<file path="src/rtl/seq_mult_sm.sv">
// Sequential shift-and-add multiplier. Signed or unsigned mode, 2*DW-bit product,
// one add-and-shift per cycle (DW-cycle latency) behind a ready/start/done handshake.
module seq_mult_sm #(
  parameter int DW = 8
) (
  input  logic            i_clk,
  input  logic            i_rst,
  input  logic            i_start,
  input  logic            i_signed,
  input  logic [DW-1:0]   i_multd_val,
  input  logic [DW-1:0]   i_multr_val,
  output logic            o_ready,
  output logic            o_busy,
  output logic            o_done,
  output logic [2*DW-1:0] o_product
);

  localparam int CW = $clog2(DW + 1);

  typedef enum logic [1:0] {
    IDLE,
    CALC,
    DONE
  } state_t;

  state_t state, state_nxt;

  logic [DW-1:0]   a_reg;
  logic [DW-1:0]   q_reg;
  logic [DW:0]     acc_reg;
  logic            neg_reg;
  logic [CW-1:0]   cnt_reg;

  logic            latch;
  logic            last_step;
  logic [DW-1:0]   multd_mag;
  logic [DW-1:0]   multr_mag;
  logic [DW:0]     sum;
  logic [2*DW-1:0] raw_product;
  logic [2*DW-1:0] final_product;

  assign last_step = (cnt_reg == CW'(1));

  // The most negative value maps onto 2^(DW-1), which is exact as an unsigned magnitude.
  assign multd_mag = (i_signed && i_multd_val[DW-1]) ? (~i_multd_val + DW'(1)) : i_multd_val;
  assign multr_mag = (i_signed && i_multr_val[DW-1]) ? (~i_multr_val + DW'(1)) : i_multr_val;

  assign sum           = acc_reg + (q_reg[0] ? {1'b0, a_reg} : '0);
  assign raw_product   = {sum, q_reg[DW-1:1]};
  assign final_product = neg_reg ? (~raw_product + (2*DW)'(1)) : raw_product;

  // NOTE: state registers use non-blocking assignments so every flop samples pre-edge values.
  always_ff @(posedge i_clk or negedge i_rst) begin
    if (!i_rst) state <= IDLE;
    else        state <= state_nxt;
  end

  // NOTE: defaults first so no path through the case leaves an output unassigned (no latch).
  always_comb begin
    state_nxt = state;
    latch     = 1'b0;
    case (state)
      IDLE: begin
        if (i_start) begin
          state_nxt = CALC;
          latch     = 1'b1;
        end
      end
      CALC: begin
        if (last_step) state_nxt = DONE;
      end
      DONE: begin
        if (i_start) begin
          state_nxt = CALC;
          latch     = 1'b1;
        end else begin
          state_nxt = IDLE;
        end
      end
      default: state_nxt = IDLE;
    endcase
  end

  always_ff @(posedge i_clk or negedge i_rst) begin
    if (!i_rst) begin
      a_reg     <= '0;
      q_reg     <= '0;
      acc_reg   <= '0;
      neg_reg   <= 1'b0;
      cnt_reg   <= '0;
      o_product <= '0;
    end else if (latch) begin
      a_reg   <= multd_mag;
      q_reg   <= multr_mag;
      acc_reg <= '0;
      neg_reg <= i_signed & (i_multd_val[DW-1] ^ i_multr_val[DW-1]);
      cnt_reg <= CW'(DW);
    end else if (state == CALC) begin
      // Add and shift fused: {ACC,Q} <= {sum,Q} >> 1.
      acc_reg <= {1'b0, sum[DW:1]};
      q_reg   <= {sum[0], q_reg[DW-1:1]};
      cnt_reg <= cnt_reg - CW'(1);
      if (last_step) o_product <= final_product;
    end
  end

  assign o_ready = (state == IDLE) || (state == DONE);
  assign o_busy  = (state == CALC);
  assign o_done  = (state == DONE);

endmodule

</file>
<file path="config.mk">
export PLATFORM = sky130hd
export DESIGN_NAME = seq_mult_sm
export DESIGN_NICKNAME = d
export VERILOG_FILES = /design/src/rtl/seq_mult_sm.sv
export SDC_FILE = /design/constraint.sdc
export NUM_CORES = 1
export LEC_CHECK = 0
export CAP_MARGIN = 20
export CORE_MARGIN = 2
export CORE_UTILIZATION = 44
export CTS_CLUSTER_DIAMETER = 200
export CTS_CLUSTER_SIZE = 16
export DETAILED_ROUTE_END_ITERATION = 6
export HOLD_SLACK_MARGIN = 0.06
export PLACE_DENSITY = 0.74
export SYNTH_ARGS = -nofsm -noshare
export SYNTH_HDL_FRONTEND = slang
export SYNTH_SLANG_ARGS = --single-unit
</file>
<file path="constraint.sdc">
create_clock -name i_clk -period 2.95 [get_ports i_clk]
set_clock_uncertainty 0.15 [all_clocks]
set_input_delay 0.295 -clock i_clk [delete_from_list [all_inputs] [get_ports i_clk]]
set_output_delay 0.295 -clock i_clk [all_outputs]
set_load 0.01 [all_outputs]
</file>
==> impl_metrics.tcl <==
set metrics [dict create \
    fin_area_um2 3466 \
    grt_max_degree 48 \
    wl_per_cell_um 13.87 \
    ys.flop_type "dfrtp_1" \
    syn_avg_cell_area_um2 9.040 \
    coreArea_um2 6277 \
    die_w_um 83.94 \
    largest_register_ffs 16 \
    tightest_slew_ps 651.8 \
    reg2reg_depth 9 \
    cts_setup_buffers 0 \
    placed_area_um2 3298 \
    grtUsageTotal_pct 17.44 \
    cp_top_family "simple AND/OR/NAND/NOR gates" \
    cp-start-kind "register" \
    die_area_um2 7045 \
    clock_sinks 47 \
    syn-num-nets 345 \
    layout_min_cycle_time_ps 2875 \
    path_max_fanout 4 \
    fin_nets 388 \
    drv_cap 0 \
    clk_latency_ps 300 \
    start_util_pct 44.79 \
    diodes 0 \
    final_cell_count_no_fill 432 \
    drtIter0Drc 139 \
    pin_count 39 \
    finalHoldViolations 0 \
    numCtsBuffers 5 \
    crit_required_ps 3050 \
    setup_viol 0 \
    power.density_nw_per_um2 985.7 \
    gp_congestion 0.8847 \
    synth_area_um2 2811 \
    syn_inst 311 \
    cts_tree "built" \
    max-vdd-ir-drop_mv 0.4259 \
    status "complete, no violations" \
    path_clk_slew_ps 90 \
    syn_to_final_growth_pct 23.28 \
    fmax_mhz 347.9 \
    grt_pass1_vias 2218 \
    drt-total-wl_um 5991 \
    worstSetupEndpointType "register" \
    slowest_delay_ps 510 \
    yosys_warnings 0 \
    htreeDepth 2 \
    nFillCells 572 \
    cp_cell_sequence "and2_1 > ha_1 > fa_2 > xor2_1 > nor4_1 > o221ai_2 > a21o_1 > or4_1 > nand3_1" \
    drc_errors 0 \
    drive_above_1_share_pct 8.169 \
    overflow 0 \
    path_buf_inv 0 \
    synth_edf_count 0 \
    async_reset_ff_share_pct 100.0 \
    regMostFlops "o_product" \
    first_pass_iters 4 \
    r2r-start "a_reg[0]" \
    synth.distinct_cells 43 \
    rrSetupSlack_ps 80 \
    vias_per_cell 5.539 \
    slew_violations 0 \
    num_vias 2393 \
    io_buffers 38 \
    die_h_um 83.94 \
    maxSlewHeadroom_pct 56.44 \
    rows 29 \
    seq_area_frac_synth_pct 41.83 \
    hp-class "in -> async" \
    ant_nets 0 \
    cp.arrival_ps 2970 \
    grt_first_pass_wirelength_um 10050 \
    reg2reg_to "o_product[15]" \
    cpMaxStageDelayCell "or4_1" \
    dp.cells 422 \
    hpwl_um 4374 \
    grt_antenna_before_repair 0 \
    synth_seq_cells 47 \
    clk_path_buf_depth 2 \
    crit_type "reg -> reg" \
    cts-root-buf "clkbuf_8" \
    period_share_pct 97.45 \
    leakagePower_nw 1.532 \
    tns_ps 0 \
]
[routing by layer]
metal	vias to the layer above	wire, µm	GRT usage (%)
met5	-	0	0
met2	57	2822	27.85
met1	1133	2854	23.64
met3	6	242	3.462
met4	0	72	6.158
li1	1197	-	-
[synthesized netlist by cell type, types with 2 or more instances]
master | instances | share of area, %
nor2b_1 | 4 | 0.89
mux2i_1 | 5 | 1.8
nor2_1 | 19 | 2.5
nand3_1 | 11 | 2.0
a21oi_1 | 8 | 1.4
nor3b_1 | 3 | 0.80
o21ai_0 | 34 | 6.1
ha_1 | 13 | 5.8
a22oi_1 | 9 | 2.4
nand2_1 | 42 | 5.6
and2_1 | 9 | 2.0
xnor2_1 | 11 | 3.4
and3_1 | 2 | 0.44
xor2_1 | 15 | 4.7
or4_1 | 3 | 0.80
a22o_1 | 9 | 2.8
dfrtp_1 | 47 | 42
nor3_1 | 6 | 1.1
o221ai_1 | 2 | 0.62
a31oi_1 | 3 | 0.67
o31ai_1 | 5 | 1.3
a211oi_1 | 2 | 0.53
nor4_1 | 4 | 0.89
clkbuf_1 | 11 | 1.5
a21o_1 | 3 | 0.80
inv_1 | 12 | 1.6
or3_1 | 2 | 0.44
nand2b_1 | 2 | 0.44
[placed cells by master (no fill, tap or decap), types with 10 or more instances in the layout]
master and n:
ha_1 12, inv_1 12, xor2_1 15, nand2_1 42, nor2_1 19, xnor2_1 10, nand3_1 10, dfrtp_1 47
o21ai_0 34, clkdlybuf4s50_1 37
[where the power goes]
part / total [mW] / switching (mW) / internal, mW
sequential: 1.17 / 0.238 / 0.932
combinational: 1.86 / 0.977 / 0.887
clock: 0.383 / 0.217 / 0.166
[kinds of logic after synthesis]
logic type / synth area share [%]
and+or+nand+nor: 19.09
AOI/OAI and AO/OA: 19.36
DFF: 41.83
muxes: 1.780
adders and majority gates: 6.498
buffers and inverters: 3.337
xor gates and xnor gates: 8.100
[worst max path at each step]
stage,start,end,cells after the start
3_5_place_dp,a_reg[0],o_product[14],9
3_3_place_gp,a_reg[0],o_product[14],9
6_report,a_reg[0],o_product[15],9
4_1_cts,a_reg[0],o_product[14],9
5_1_grt,a_reg[0],o_product[15],9
2_1_floorplan,q_reg[0],o_product[15],9
[stage by stage]
stage | hold slack (ps) | worst slack [ps] | power [mW] | utilization, %
floorplan | -150.6 | 143.9 | 2.344 | -
global placement | 308.7 | 90.00 | 2.913 | 52.54
detailed placement | 308.2 | 42.83 | 2.970 | 52.54
CTS | 326.9 | 27.96 | 3.357 | 54.06
global route | 336.9 | -27.26 | 3.720 | 55.21
finish | 300.0 | 75.34 | 3.416 | 55.21
[final cells by class]
class / count / area, µm² / share of cell area (%)
clock buffers: 6 / 72.57 / 2.094
clock inverters: 2 / 12.51 / 0.3610
inverters: 13 / 48.80 / 1.408
multi-input cells: 239 / 1594 / 45.99
flip-flops and latches: 47 / 1176 / 33.94
well taps: 77 / 96.34 / 2.780
repair buffers: 48 / 465.4 / 13.43
[timing repair]
item                                    CTS  global route
hold endpoints to repair                 14             0
hold buffers                              1             0
gates resized for setup                   0             9
endpoints found under the setup margin    0             2
Power figures use the tool's default switching activity.
